--- src/rtl/rr_arb_pkg.sv ---
// ----------------------------------------------------------------------------
// rr_arb_pkg
//   Shared types and the rotate-priority pick function for the round-robin
//   grant controller.
//
//   arb_state_t : controller state (IDLE = no owner, OWN = grant issued)
//   rr_pick_t   : result of one rotate-priority scan (any / idx / onehot)
//   rr_pick()   : scans req starting at ptr, wrapping modulo n_req, and
//                 returns the first requester found.
//
//   The function works on a fixed maximum width (RR_MAX_REQ requesters) so
//   that one definition serves every instance size. Callers zero-extend their
//   request vector and truncate the result back to their own width.
// ----------------------------------------------------------------------------
package rr_arb_pkg;

  typedef enum logic {
    IDLE = 1'b0,
    OWN  = 1'b1
  } arb_state_t;

  // Largest requester count the shared pick function supports.
  localparam int RR_MAX_REQ   = 32;
  localparam int RR_MAX_IDX_W = 5;

  typedef struct packed {
    logic                    any;
    logic [RR_MAX_IDX_W-1:0] idx;
    logic [RR_MAX_REQ-1:0]   onehot;
  } rr_pick_t;

  // First set bit of req scanning ptr, ptr+1, ... (mod n_req).
  // ptr is expected to be < n_req; bits of req at or above n_req are ignored.
  function automatic rr_pick_t rr_pick(
    input logic [RR_MAX_REQ-1:0] req,
    input int unsigned           n_req,
    input int unsigned           ptr
  );
    rr_pick_t    res;
    int unsigned slot;
    // NOTE: every combinational target gets a default before any branch so
    // that no path leaves it unassigned; that is what keeps logic latch-free.
    res  = '0;
    slot = 0;
    for (int unsigned i = 0; i < RR_MAX_REQ; i++) begin
      if (i < n_req && !res.any) begin
        // Wrap by subtraction: ptr + i < 2 * n_req, so one correction suffices.
        slot = ptr + i;
        if (slot >= n_req) begin
          slot = slot - n_req;
        end
        if (req[slot]) begin
          res.any    = 1'b1;
          res.idx    = RR_MAX_IDX_W'(slot);
          res.onehot = RR_MAX_REQ'(1) << slot;
        end
      end
    end
    return res;
  endfunction

endpackage : rr_arb_pkg

--- src/rtl/rr_pick_comb.sv ---
// ----------------------------------------------------------------------------
// rr_pick_comb
//   Pure combinational rotate-priority encoder. Finds the first asserted
//   request at or after i_ptr, wrapping from N_REQ-1 back to 0.
//
//   Parameters
//     N_REQ  number of requesters (1 .. RR_MAX_REQ)
//     IDX_W  width of the pointer / index
//   Ports
//     i_req     in   N_REQ   request vector
//     i_ptr     in   IDX_W   highest-priority requester for this scan
//     o_onehot  out  N_REQ   one-hot selected requester (0 when none)
//     o_idx     out  IDX_W   binary index of the selected requester
//     o_any     out  1       at least one request present
// ----------------------------------------------------------------------------
module rr_pick_comb
  import rr_arb_pkg::*;
#(
  parameter int N_REQ = 4,
  parameter int IDX_W = 2
) (
  input  logic [N_REQ-1:0] i_req,
  input  logic [IDX_W-1:0] i_ptr,
  output logic [N_REQ-1:0] o_onehot,
  output logic [IDX_W-1:0] o_idx,
  output logic             o_any
);

  rr_pick_t w_pick;

  always_comb begin
    w_pick = rr_pick(RR_MAX_REQ'(i_req), N_REQ, 32'(i_ptr));
  end

  // The upper bits of the wide result are always zero for this instance
  // size, so truncating back to the local widths loses nothing.
  assign o_onehot = N_REQ'(w_pick.onehot);
  assign o_idx    = IDX_W'(w_pick.idx);
  assign o_any    = w_pick.any;

endmodule : rr_pick_comb

--- src/rtl/rr_grant_ctrl.sv ---
// ----------------------------------------------------------------------------
// rr_grant_ctrl
//   Round-robin arbiter sharing one downstream resource among N_REQ
//   requesters. A single owner holds a one-hot grant until it signals done,
//   drops its request, or has held the grant for MAX_HOLD cycles. Priority
//   then rotates to the requester after the previous owner. There is always
//   at least one cycle with no grant between two owners.
//
//   Parameters
//     N_REQ     number of requesters (1 .. 32)
//     MAX_HOLD  max cycles one grant is held; 0 disables the limit
//     IDX_W     derived width of grant_idx (not overridable)
//   Ports
//     clk        in   1       rising-edge clock
//     rst_n      in   1       asynchronous active-low reset
//     req        in   N_REQ   level request per requester
//     done       in   1       owner finished; ignored while idle
//     grant      out  N_REQ   one-hot grant, registered
//     grant_vld  out  1       |grant, registered
//     grant_idx  out  IDX_W   index of current/last owner (held while idle)
//     timeout    out  1       one-cycle pulse when MAX_HOLD alone forced a
//                             release
// ----------------------------------------------------------------------------
module rr_grant_ctrl
  import rr_arb_pkg::*;
#(
  parameter  int N_REQ    = 4,
  parameter  int MAX_HOLD = 8,
  localparam int IDX_W    = (N_REQ > 1) ? $clog2(N_REQ) : 1
) (
  input  logic             clk,
  input  logic             rst_n,
  input  logic [N_REQ-1:0] req,
  input  logic             done,
  output logic [N_REQ-1:0] grant,
  output logic             grant_vld,
  output logic [IDX_W-1:0] grant_idx,
  output logic             timeout
);

  // Hold counter only needs to reach MAX_HOLD-1; with no limit it simply
  // saturates and is never compared.
  localparam int CNT_W     = (MAX_HOLD > 2) ? $clog2(MAX_HOLD) : 1;
  localparam int HOLD_LAST = (MAX_HOLD > 0) ? MAX_HOLD - 1 : 0;

  localparam logic [CNT_W-1:0] CNT_LAST = CNT_W'(HOLD_LAST);
  localparam logic [CNT_W-1:0] CNT_SAT  = '1;
  localparam logic [IDX_W-1:0] IDX_TOP  = IDX_W'(N_REQ - 1);

  arb_state_t       r_state;
  logic [IDX_W-1:0] r_ptr;
  logic [CNT_W-1:0] r_hold_cnt;
  logic [N_REQ-1:0] r_grant;
  logic             r_grant_vld;
  logic [IDX_W-1:0] r_grant_idx;
  logic             r_timeout;

  logic [N_REQ-1:0] w_onehot;
  logic [IDX_W-1:0] w_idx;
  logic             w_any;
  logic             w_owner_req;
  logic             w_hold_hit;
  logic             w_release;
  logic             w_timeout_cause;
  logic [IDX_W-1:0] w_ptr_next;

  rr_pick_comb #(
    .N_REQ (N_REQ),
    .IDX_W (IDX_W)
  ) u_pick (
    .i_req    (req),
    .i_ptr    (r_ptr),
    .o_onehot (w_onehot),
    .o_idx    (w_idx),
    .o_any    (w_any)
  );

  // Owner still requesting: r_grant is one-hot while OWN, so masking avoids
  // a variable index that could run past N_REQ for non-power-of-2 sizes.
  assign w_owner_req = |(req & r_grant);

  assign w_hold_hit  = (MAX_HOLD != 0) && (r_hold_cnt == CNT_LAST);
  assign w_release   = done || !w_owner_req || w_hold_hit;

  // A timeout is reported only when the limit is the sole reason for release.
  assign w_timeout_cause = w_hold_hit && !done && w_owner_req;

  // Priority moves to the requester after the owner, wrapping at the top.
  assign w_ptr_next = (r_grant_idx == IDX_TOP) ? '0 : r_grant_idx + 1'b1;

  // NOTE: clocked state uses non-blocking assignments only, so every register
  // samples the values from before this edge regardless of statement order.
  always_ff @(posedge clk or negedge rst_n) begin
    if (!rst_n) begin
      r_state     <= IDLE;
      r_ptr       <= '0;
      r_hold_cnt  <= '0;
      r_grant     <= '0;
      r_grant_vld <= 1'b0;
      r_grant_idx <= '0;
      r_timeout   <= 1'b0;
    end else begin
      r_timeout <= 1'b0;
      case (r_state)
        IDLE: begin
          if (w_any) begin
            r_grant     <= w_onehot;
            r_grant_vld <= 1'b1;
            r_grant_idx <= w_idx;
            r_hold_cnt  <= '0;
            r_state     <= OWN;
          end else begin
            r_grant     <= '0;
            r_grant_vld <= 1'b0;
          end
        end
        OWN: begin
          if (w_release) begin
            r_grant     <= '0;
            r_grant_vld <= 1'b0;
            r_ptr       <= w_ptr_next;
            r_timeout   <= w_timeout_cause;
            r_state     <= IDLE;
          end else if (r_hold_cnt != CNT_SAT) begin
            r_hold_cnt <= r_hold_cnt + 1'b1;
          end
        end
        default: begin
          r_grant     <= '0;
          r_grant_vld <= 1'b0;
          r_state     <= IDLE;
        end
      endcase
    end
  end

  assign grant     = r_grant;
  assign grant_vld = r_grant_vld;
  assign grant_idx = r_grant_idx;
  assign timeout   = r_timeout;

endmodule : rr_grant_ctrl

--- config.mk ---
export PLATFORM = sky130hd
export DESIGN_NAME = rr_grant_ctrl
export DESIGN_NICKNAME = d
export VERILOG_FILES = /design/src/rtl/rr_arb_pkg.sv /design/src/rtl/rr_pick_comb.sv /design/src/rtl/rr_grant_ctrl.sv
export SDC_FILE = /design/constraint.sdc
export NUM_CORES = 1
export LEC_CHECK = 0
export CORE_MARGIN = 8
export CORE_UTILIZATION = 40
export DETAILED_ROUTE_END_ITERATION = 12
export GPL_TIMING_DRIVEN = 0
export SLEW_MARGIN = 40
export SYNTH_ARGS = -nofsm -noshare
export SYNTH_HDL_FRONTEND = slang
export SYNTH_SLANG_ARGS = --single-unit
export TNS_END_PERCENT = 10
--- constraint.sdc ---
create_clock -name clk -period 2.35 [get_ports clk]
set_input_delay 0.3525 -clock clk [delete_from_list [all_inputs] [get_ports clk]]
set_output_delay 0.3525 -clock clk [all_outputs]
set_load 0.02 [all_outputs]
======== Word-level counts from Yosys, hierarchy flattened ========
Cells that the tools add are included.
cells by class
  muxes and demuxes ....................... 37
  reduce and logical (&&, ||, !) cells .... 10
  equal/unequal tests ..................... 7
  $lt $le $gt $ge ......................... 8
  add/subtract/negate cells ............... 9
  shifts and indexed selects .............. 4
  bitwise operators ....................... 2
operators by type and width
  cell                                                                            number
  38-bit 2-to-1 mux                                                               7
  32-bit 2-to-1 mux                                                               7
  32-bit by 6-bit less-than comparator with 1-bit output (second input constant)  4
  1-bit by 32-bit << shifter with 32-bit output (first input constant)            4
  32-bit by 3-bit >= comparator with 1-bit output (second input constant)         3
  32-bit by 3-bit subtractor with 32-bit output (second input constant)           3
  1-bit binary-select mux with 5-bit select                                       4
  1-bit 2-to-1 mux                                                                9
  3-bit 2-to-1 mux                                                                3
  4-bit 2-to-1 mux                                                                2
  4-bit case mux with 2 select lines                                              1
  2-bit by 2-bit adder with 3-bit output (second input constant)                  2
  2-bit by 1-bit != test with 1-bit output (second input constant)                3
  3-bit case mux with 2 select lines                                              1
  4-bit AND                                                                       1
  1-bit case mux with 2 select lines                                              2
  2-bit AND reduction                                                             2
  4-bit OR reduction                                                              1
  2-bit by 3-bit subtractor with 4-bit output (second input constant)             1
  2-bit by 1-bit adder with 3-bit output (second input constant)                  1
  3-bit by 1-bit adder with 3-bit output (second input constant)                  1
  3-bit equality test (second input constant)                                     1
  2-bit by 3-bit >= comparator with 1-bit output (second input constant)          1
  3-bit != test (second input constant)                                           1
  other kinds (9)                                                                 12
word-level totals
  input port bits ......................... 7
  flip-flop bits (word level) ............. 14
  logic and storage cells ................. 84
  output and inout port bits .............. 8

======== Longest topological paths before layout ========
  depth in word-level cells ............... 22
  gate-level depth with buffers ........... 8
  mapped depth without buffers ............ 7

======== By module ========
A second synthesis with hierarchy kept.
unflattened totals
  cell total of the unflattened synthesis .. 120
  area total of the unflattened synthesis .. 1078.5 um^2
modules (own cells, without submodules)
  module         cells an instance  area an instance (um^2)  instances  sequential area each (um^2)
  rr_grant_ctrl  52                 608.1                    1          350.3
  rr_pick_comb   68                 470.5                    1          0.0

======== Worst setup path after synthesis ========
Ideal clock, no wire load.
  kind .................................... flip-flop to flip-flop
  from .................................... register r_ptr[0]
  to ...................................... register r_grant_idx[0] (netlist: grant_idx[0])
  library setup time ...................... 111 ps
  period minus slack after synthesis ...... 2329 ps
  setup slack ............................. 21 ps
  path buffers ............................ 1
  stages on the path, launching flop included .. 9
  data required time ...................... 2239 ps
  arrival ................................. 2218 ps
  path through ............................ dfrtp_1 buf_6 inv_1 ha_1 mux2i_1 or3_4 and4_4 a21o_1 a2111oi_2
on the way
  longest elaborated chain between the ends .. 12
  elaborated cells on any way between the ends .. 34
  classes of those cells .................. 7 x add/sub; 4 x order compare; 22 x mux; 1 x reduce/logical
RTL lines
  item                                                                                                              RTL line                            text
  from (decl)                                                                                                       rr_grant_ctrl.sv:51                 logic [IDX_W-1:0] r_ptr;
  from (signal assigned)                                                                                            rr_grant_ctrl.sv:121                r_ptr <= w_ptr_next;
  2-bit by 1-bit adder with 3-bit output                                                                            rr_arb_pkg.sv:48                    slot = ptr + i;
  32-bit by 3-bit subtractor with 32-bit output or 32-bit by 3-bit >= comparator with 1-bit output (tied branches)  rr_arb_pkg.sv:50, rr_arb_pkg.sv:49
  32-bit 2-to-1 mux                                                                                                 rr_arb_pkg.sv:49                    if (slot >= n_req) begin
  32-bit 2-to-1 mux                                                                                                 rr_arb_pkg.sv:46                    if (i < n_req && !res.any) begin
  1-bit binary-select mux with 5-bit select                                                                         rr_arb_pkg.sv:52                    if (req[slot]) begin
  1-bit 2-to-1 mux (implied by the code)                                                                            rr_arb_pkg.sv:52
  38-bit 2-to-1 mux                                                                                                 rr_arb_pkg.sv:52
  38-bit 2-to-1 mux                                                                                                 rr_arb_pkg.sv:46
  38-bit 2-to-1 mux                                                                                                 rr_arb_pkg.sv:52
  38-bit 2-to-1 mux                                                                                                 rr_arb_pkg.sv:46
  38-bit 2-to-1 mux                                                                                                 rr_arb_pkg.sv:52
  38-bit 2-to-1 mux (*)                                                                                             rr_arb_pkg.sv:46
  to (signal assigned)                                                                                              rr_grant_ctrl.sv:109                r_grant_idx <= w_idx;
  to (decl)                                                                                                         rr_grant_ctrl.sv:55                 logic [IDX_W-1:0] r_grant_idx;
Mark *: on every way between the ends. The rest lies on a longest branch, timed or not. The select of a mux whose other input is x is not followed.
A chain may end at the register's enable or synchronous reset.

======== Final worst setup path ========
Ends and elaborated chain as after synthesis.

==> flow_metrics.tcl <==
set metrics [dict create \
    path_cells "buf_6 > clkinvlp_4 > ha_4 > mux2i_1 > or3_4 > and4_4 > nor4_1 > a2111oi_4" \
    min_period_ns 2.27 \
    peakVddDrop_mv 0.846 \
    htree_levels 1 \
    root_buffer "clkbuf_4" \
    final_util_pct 55.5 \
    slew_violations 0 \
    gp_congestion 0.904 \
    worstSetupPathType "reg -> reg" \
    hold_viol_final 0 \
    synth_edf_count 0 \
    crit_required_ns 2.49 \
    wl_per_cell_um 16.6 \
    cellPowerDensity_nw_per_um2 1460 \
    fmax_mhz 441 \
    syn_area_sq_um 1070 \
    grt_max_degree 15 \
    dieArea_sq_um 4600 \
    cts.sinks 14 \
    worstSetupStartpointType "register" \
    layout_commonest_cell "nand2_1" \
    numCtsBuffers 3 \
    drive_above_1_share_pct 25.9 \
    final_cell_mix "nand2_1 (19), clkdlybuf4s50_1 (14), dfrtp_1 (13)" \
    whs_ns 0.471 \
    die_y_um 67.8 \
    start_util_pct 42.6 \
    synth_nets 126 \
    dp_slack_ns -0.240 \
    cts_tree "yes" \
    ios 15 \
    async_reset_ff_share_pct 100 \
    grt_pass1_vias 909 \
    multi_input_area_sq_um 729 \
    vias 944 \
    core_sq_um 2520 \
    report.final.setup_viol 0 \
    max_stage_delay_ns 0.44 \
    ys_ff_latch 14 \
    path_clk_slew_ns 0.10 \
    insertion_delay_ns 0.29 \
    worstHoldPathType "in -> async" \
    cp-end-kind "register" \
    ys_seq_area_share_pct 32.6 \
    critPathBufInv 2 \
    reg2reg_slack_ns 0.08 \
    p_leak_nw 0.619 \
    path_delay_family "simple AND/OR/NAND/NOR gates" \
    drtIter0Drc 70 \
    status "completed" \
    grt_overflow 0 \
    worst_path_max_delay_cell "nor4_1" \
    post-route-drc-count 0 \
    arrival_ns 2.41 \
    ff_latch_area_sq_um 352 \
    drt-total-wl_um 2740 \
    drtAntennaViolNets 0 \
    cap_viol_max_count 0 \
    grt_antenna_before_repair 0 \
    worst_slew_pin_slew_ns 0.690 \
    cp_max_fo 5 \
    synthToLayoutAreaGrowth_pct 30.3 \
    final_nets 152 \
    avgSynthCellArea_sq_um 9.77 \
    placementRows 18 \
    die_x_um 67.8 \
    timing.slew.headroom_pct 53.9 \
    antennaDiodeCount 0 \
    yosysWarnings 0 \
    finalCritPeriodShare_pct 96.4 \
    synth.distinct_cells 41 \
    port_buffers 14 \
    worst_slack_ns 0.0836 \
    dr.pass1.iters 5 \
    n_fill_cell 245 \
    grt_use_total_pct 13.1 \
    grt_pass1_wl_um 4560 \
    hpwl_um 1950 \
    cts_buffer_depth 2 \
    synth_cells 110 \
    ys.flop_type "dfrtp_1" \
    fin_skew_ns 0.0105 \
    via_per_inst 5.72 \
]
[timing repair]
action	4_1_cts	5_1_grt
pin swaps	0	3
hold buffers	0	0
hold endpoints to repair	0	0
endpoints found under the setup margin	9	6
buffers inserted	3	4
resized for setup	6	7
[cells in the mapped netlist (all sizes together), types with 3 or more instances]
cell,count,area (sq um)
o41ai,4,35.0
and3,3,20.0
buf,3,20.0
dfrtp,14,350
nand2,19,71.3
o21ai,6,30.0
nor2,8,30.0
mux2,3,41.3
inv,7,26.3
ha,9,113
mux2i,5,62.6
a22oi,3,36.3
[layout make-up]
cell class	instances	share of cell area [%]
flip-flops and latches	14	25.1
plain buffers	3	1.43
clock buffers	4	2.59
multi-input cells	86	52.1
well taps	30	2.68
repair buffers	21	13.8
inverters	7	2.32
[logic make-up after synthesis]
logic type | share of synthesized area [%]
adders and majority gates | 10.5
DFF | 32.6
and+or+nand+nor | 19.9
muxes | 12.1
buffers and inverters | 4.31
AOI/OAI and AO/OA | 20.6
[per-stage QoR]
step	total power [mW]	instances	instance area [sq um]	TNS [ns]
floorplan	1.30	110	1070	0
global placement	1.62	154	1250	-1.37
detailed placement	1.63	154	1250	-1.44
CTS	1.92	161	1340	0
global route	2.18	165	1400	-0.0105
finish	2.04	165	1400	0
[path summary, 6_finish.rpt]
path                       cells after the start      endpoint  startpoint
max                                            8  grant_idx[0]    r_ptr[0]
min                                            1      grant[1]       rst_n
max reg2reg                                    8  grant_idx[0]    r_ptr[0]
min reg2reg                                    2     grant_vld   grant_vld
max in group asynchronous                      1      r_ptr[1]       rst_n
min in group clk                               2     grant_vld   grant_vld
[state kept, by name, summed over array words and instances (netlist names)]
name and cells:
timeout 1, r_ptr 2, r_hold_cnt 3, grant_vld 1, r_state 1, grant_idx 2
grant 4
[metal layers]
metal / global-route usage, % / vias up / wire length, um
met2: 19.2 / 26 / 1210
met4: 5.12 / 0 / 74
met1: 17.1 / 451 / 1260
li1: - / 457 / -
met3: 4.74 / 10 / 189
met5: 0 / - / 0
[report_power, final]
group	switching [mW]	leakage (nW)	internal, mW
logic	0.751	0.420	0.689
registers	0.0847	0.178	0.338
clock network	0.0838	0.0210	0.0943
Power figures use the tool's default switching activity.
